File: config.mk
export PLATFORM = sky130hd
export DESIGN_NAME = mem_arbiter
export DESIGN_NICKNAME = d
export VERILOG_FILES = /design/src/rtl/mem_arbiter.sv
export SDC_FILE = /design/constraint.sdc
export NUM_CORES = 1
export LEC_CHECK = 0
export CORE_ASPECT_RATIO = 0.6
export CORE_MARGIN = 2
export CORE_UTILIZATION = 45
export CTS_BUF_LIST = sky130_fd_sc_hd__clkbuf_4
export DETAILED_ROUTE_END_ITERATION = 16
export DONT_BUFFER_PORTS = 1
export PLACE_DENSITY = 0.67
export SLEW_MARGIN = 10
export SYNTH_ARGS = -nofsm -noshare
export SYNTH_HDL_FRONTEND = slang
export SYNTH_SLANG_ARGS = --single-unit
File: constraint.sdc
create_clock -name clock -period 2.21 [get_ports clock]
set_input_delay 0.442 -clock clock [delete_from_list [all_inputs] [get_ports clock]]
set_output_delay 0.442 -clock clock [all_outputs]
set_load 0.05 [all_outputs]
File: src/rtl/mem_arbiter.sv
// Two-port arbiter that shares one block memory between the icache (read-only) and the dcache (read/write).
// Optional macro ARB_ROUND_ROBIN_EN: alternate ties via rr_last (default build: dcache always wins ties).
module mem_arbiter #(
    parameter int ADDR_W = 6,
    parameter int DATA_W = 32
) (
    input  logic              clock,
    input  logic              reset,
    input  logic              i_read,
    input  logic [ADDR_W-1:0] i_address,
    output logic [DATA_W-1:0] i_readdata,
    output logic              i_busywait,
    input  logic              d_read,
    input  logic              d_write,
    input  logic [ADDR_W-1:0] d_address,
    input  logic [DATA_W-1:0] d_writedata,
    output logic [DATA_W-1:0] d_readdata,
    output logic              d_busywait,
    output logic              mem_read,
    output logic              mem_write,
    output logic [ADDR_W-1:0] mem_address,
    output logic [DATA_W-1:0] mem_writedata,
    input  logic [DATA_W-1:0] mem_readdata,
    input  logic              mem_busywait
);

    typedef enum logic [1:0] {
        IDLE    = 2'd0,
        GRANT_I = 2'd1,
        GRANT_D = 2'd2
    } state_t;

    state_t            r_state;
    logic [DATA_W-1:0] r_i_data;
    logic [DATA_W-1:0] r_d_data;
    logic              w_req_i;
    logic              w_req_d;
    logic              w_pick_d;

    assign w_req_i = i_read;
    assign w_req_d = d_read | d_write;

`ifdef ARB_ROUND_ROBIN_EN
    logic r_rr_last;  // 0 = icache granted last, 1 = dcache granted last

    assign w_pick_d = w_req_d & (~w_req_i | ~r_rr_last);
`else
    assign w_pick_d = w_req_d;
`endif

    always_ff @(posedge clock or negedge reset) begin
        if (!reset) begin
            r_state  <= IDLE;
            r_i_data <= '0;
            r_d_data <= '0;
`ifdef ARB_ROUND_ROBIN_EN
            r_rr_last <= 1'b0;
`endif
        end else begin
            case (r_state)
                IDLE: begin
                    if (w_pick_d) begin
                        r_state <= GRANT_D;
                    end else if (w_req_i) begin
                        r_state <= GRANT_I;
                    end
                end
                GRANT_I: begin
                    if (!mem_busywait) begin
                        r_state  <= IDLE;
                        r_i_data <= mem_readdata;
`ifdef ARB_ROUND_ROBIN_EN
                        r_rr_last <= 1'b0;
`endif
                    end
                end
                GRANT_D: begin
                    if (!mem_busywait) begin
                        r_state  <= IDLE;
                        r_d_data <= mem_readdata;
`ifdef ARB_ROUND_ROBIN_EN
                        r_rr_last <= 1'b1;
`endif
                    end
                end
                default: r_state <= IDLE;
            endcase
        end
    end

    always_comb begin
        mem_read      = 1'b0;
        mem_write     = 1'b0;
        mem_address   = '0;
        mem_writedata = '0;
        case (r_state)
            GRANT_I: begin
                mem_read    = 1'b1;
                mem_address = i_address;
            end
            GRANT_D: begin
                mem_read      = d_read & ~d_write;
                mem_write     = d_write;
                mem_address   = d_address;
                mem_writedata = d_writedata;
            end
            default: ;
        endcase
    end

    // A port is released only in the completion cycle of its own grant.
    assign i_busywait = w_req_i & ~((r_state == GRANT_I) & ~mem_busywait);
    assign d_busywait = w_req_d & ~((r_state == GRANT_D) & ~mem_busywait);

    assign i_readdata = (r_state == GRANT_I) ? mem_readdata : r_i_data;
    assign d_readdata = (r_state == GRANT_D) ? mem_readdata : r_d_data;

endmodule
## Yosys cells after proc, flatten, opt, wreduce, memory -nomap -nowiden

Index checks and enable logic that the tools add are counted.

| word-level totals | value |
|---|---|
| bits in registers | 66 |
| input bits | 82 |
| output and inout port bits | 106 |
| word-level logic and storage cells | 32 |

| operators by class | value |
|---|---|
| eq/ne operators | 4 |
| muxes and demuxes | 10 |
| bitwise logic cells | 10 |
| reductions and logical operators | 5 |

Operators by type and width:

| operator | number |
|---|---|
| two-way mux 32 bit | 3 |
| case mux 6 bit (2 select lines) | 1 |
| two-way mux 2 bit | 3 |
| AND reduction 2 bit | 3 |
| bitwise AND 1 bit | 5 |
| NOT 1 bit | 4 |
| case mux 2 bit (2 select lines) | 1 |
| inequality test 3 bit (second input constant) | 1 |
| equality test 2 x 1 -> 1 bit (second input constant) | 1 |
| equality test 2 bit (second input constant) | 1 |
| zero test 2 bit | 1 |
| inequality test 2 bit (second input constant) | 1 |
| case mux 1 bit (2 select lines) | 1 |
| OR reduction 2 bit | 1 |
| two-way mux 1 bit | 1 |
| OR 1 bit | 1 |

## Longest topological paths before layout

| depth | value |
|---|---|
| depth in word-level cells | 4 |
| mapped depth | 7 |
| depth with buffers taken out | 4 |

## Worst setup path before layout

No wires, ideal clock.

| timing | value |
|---|---|
| kind | reg-to-output |
| start point | register r_state[0] |
| end point | output port d_busywait |
| arrival | 1.772 ns |
| required time | 1.768 ns |
| path slack | -0.004 ns |
| cell stages (with the launch flop) | 7 |
| path through | dfrtp_1 inv_1 ha_1 nor2b_1 buf_6 buf_12 nor2_1 |

| on the way | value |
|---|---|
| word-level cells in the longest chain between the ends | 4 |

RTL lines:

| element | line | RTL |
|---|---|---|
| from (decl) | 33 | `state_t r_state;` |
| from (signal assigned) | 53 | `r_state <= IDLE;` |
| from (signal assigned) | 63 | `r_state <= GRANT_D;` |
| from (signal assigned) | 65 | `r_state <= GRANT_I;` |
| equality test 2 bit | 113 | `assign d_busywait = w_req_d & ~((r_state == GRANT_D) & ~mem_busywait);` |
| bitwise AND 1 bit | 113 |  |
| NOT 1 bit | 113 |  |
| bitwise AND 1 bit | 113 |  |
| to (decl) | 18 | `output logic d_busywait,` |

Every way passes these cells.

## Worst setup path in the final report

| timing | value |
|---|---|
| start point | register r_state[0] |
| end point | output port mem_address[3] |

| on the way | value |
|---|---|
| word-level cells in the longest chain between the ends | 2 |

RTL lines:

| element | line | RTL |
|---|---|---|
| equality test 2 bit or equality test 2 x 1 -> 1 bit (tied branches) | 96 | `case (r_state)` |
| case mux 6 bit (2 select lines) (*) | 96 |  |
| to (decl) | 21 | `output logic [ADDR_W-1:0] mem_address,` |

Every way passes the cells marked *; elsewhere a longest branch is shown, timed or not.

==> impl_metrics.toml <==
[run_status]
status = "finished, violations left"
violations = "setup timing"

[clocking]
htreeDepth = 3
cts_root_buffer = "clkbuf_4"
clock_path_buffers = 2
clkTransAtPathRegs_ns = 0.12
insertion_delay_ns = 0.42
cts_buffers = 9
cts_tree = "built"
cts.sinks = 66

[cells_and_area]
multi_input_area_sq_mm = 0.00253
post-route-cell-area_sq_mm = 0.00554
final_util = 0.650
layout_common_cells = "mux2_4, dfrtp_1, and2_4"
syn_to_final_growth_pct = 40.1
final_common_cell = "mux2_4"
nets = 427
drive_gt1_frac = 0.751
area.sequential_sq_mm = 0.00165
fillCellCount = 615

[detailed_routing]
drcViolationCount = 0
dr.pass1.iters = 4
vias_per_cell = 5.58
ant_nets = 0
drtIter0Drc = 121
wl_per_cell_um = 24.0
vias = 2555
routed_wl_um = 11000

[floorplan]
ios = 188
dieArea_sq_mm = 0.00958
die_w_um = 125
start_util = 0.464
fp-row-count = 26
core_sq_mm = 0.00852
die_h_um = 76.6

[critical_path]
critPathMaxFanout = 14
path_delay_family = "buffers and inverters"
max_stage_delay_ns = 0.46
endpoint_kind = "output port"
crit_required_ns = 1.77
cp-start-kind = "flip-flop"
worst-path-buf-inv = 3
slowest_stage = "dfrtp_1"
cp_data_arrival_time_ns = 1.89
crit_chain = "inv_4 > ha_4 > buf_12 > a22oi_1 > nor2b_1 > buf_4"
setup.worst_path.class = "flip-flop to output port"
r2r_slack_ns = 0.26

[synthesis]
yosysUniqueCellTypes = 26
syn_nets = 370
syn_area_per_cell_sq_um = 14.0
synthCells = 283
yosysSeqAreaShare = 0.417
ys_seq_elements = 66
synth_warnings = 0
synthesis.area_sq_mm = 0.00396

[global_routing]
grt_pass1_vias = 2659
grt_use_met1 = 0.301
grt_util_all_layers = 0.209
antenna_found_initial = 0
use_met2 = 0.291
grtUsageMet3 = 0.0920
grt_pass1_wl_um = 15700
top_usage_layer = "met1"
grt_max_degree = 67
overflow = 0

[place]
portBuffers = 0
dp_hpwl_um = 6130
placed_area_sq_mm = 0.00442
gp_routability_congestion = 0.804

[timing]
finalCritPeriodShare = 1.05
fmax_mhz = 430
finalClockSkew_ns = 0.00859
min_period_ns = 2.33
drv_slew = 0
hold_violations = 0
rsz0062_at_grt = "true"
final-setup-viol-count = 98
relSlewSlack = 0.766
worst_slack_ns = -0.118
worstMarginPinSlew_ns = 0.351

[job]
cap_violations = 0

[min_path]
holdCritPathClass = "input pin to flip-flop"
==> per-layer routing <==
metal  wire, um  up-vias
met1       4950     1337
met2       5160      102
met3        793        8
met4         82        0
li1           -     1108
met5          0        -
==> final cells by class <==
cell class	instances	share of cell area
diodes	1	0.000452
clock buffers	9	0.0122
clock inverters	7	0.0167
inverters	3	0.00294
multi-input cells	193	0.456
flip-flops and latches	66	0.298
well taps	112	0.0253
repair buffers	67	0.188
==> final timing paths <==
| check | startpoint | endpoint | cells past startpoint |
|---|---|---|---|
| min in group asynchronous | reset | r_d_data[9] | 2 |
| worst max-delay path | r_state[0] | mem_address[3] | 6 |
| max in group asynchronous | reset | r_state[1] | 2 |
| worst min register to register | r_i_data[6] | r_i_data[6] | 1 |
| worst max register to register | r_state[0] | r_d_data[0] | 6 |
| worst min-delay path | mem_readdata[8] | r_d_data[8] | 1 |
==> metrics by stage <==
stage	instances	hold slack [ns]	TNS (ns)	worst slack (ns)
after global placement	424	0.148	0	0.328
after detailed placement	424	0.148	0	0.276
after CTS	451	0.125	-2.80	-0.0902
after global routing	457	0.0979	-12.66	-0.196
after floorplan	283	0.146	0	0.0550
final	458	0.156	-4.40	-0.118
==> Yosys cell counts <==
master     number  share of area
or3b_2          1         0.0022
buf_6           5          0.014
and3b_1         1         0.0022
buf_12          3          0.015
nand3b_1        1         0.0019
nand3_1         1         0.0013
nand2_1         1        0.00095
buf_2           7         0.0089
o21a_1          1         0.0019
nor2_1          2         0.0019
mux2_4         58           0.22
nand2b_1        1         0.0016
nor2b_1         7          0.011
inv_1           3         0.0028
a21bo_2         1         0.0025
buf_4           1         0.0019
ha_1            5          0.016
a22oi_1         7          0.013
and2_1         31          0.049
o211ai_1        1         0.0019
mux2_1          2         0.0057
and2_2          3         0.0057
mux2_2         68           0.19
o2bb2ai_1       1         0.0022
clkbuf_1        5         0.0047
dfrtp_1        66           0.42
==> sequential cells by signal (all words and copies together), names as in the netlist <==
signal and cells:
r_d_data 32, r_i_data 32, r_state 2
==> what timing repair did <==
action                                  in CTS  in global routing
endpoints found under the hold margin       66                  0
pin swaps                                    1                  3
endpoints found under the setup margin     105                105
setup buffers                                5                  2
hold buffers                                 2                  0
cloned                                       4                  4
gates resized for setup                     82                102
==> cells by family (layout without fill, tap and decap cells) <==
family          Yosys count  after routing  share of synthesized area
mux                     128            128                      0.419
flops                    66             66                      0.417
simple gates             49             49                     0.0778
buf+inv                  24             86                     0.0478
compound gates           11             11                     0.0218
fa+ha+maj                 5              5                     0.0158
other cells               0              1                          0
Power is left out: the tool's default activity adds up to more than one toggle a clock period on the data nets, which glitch-free logic cannot reach.
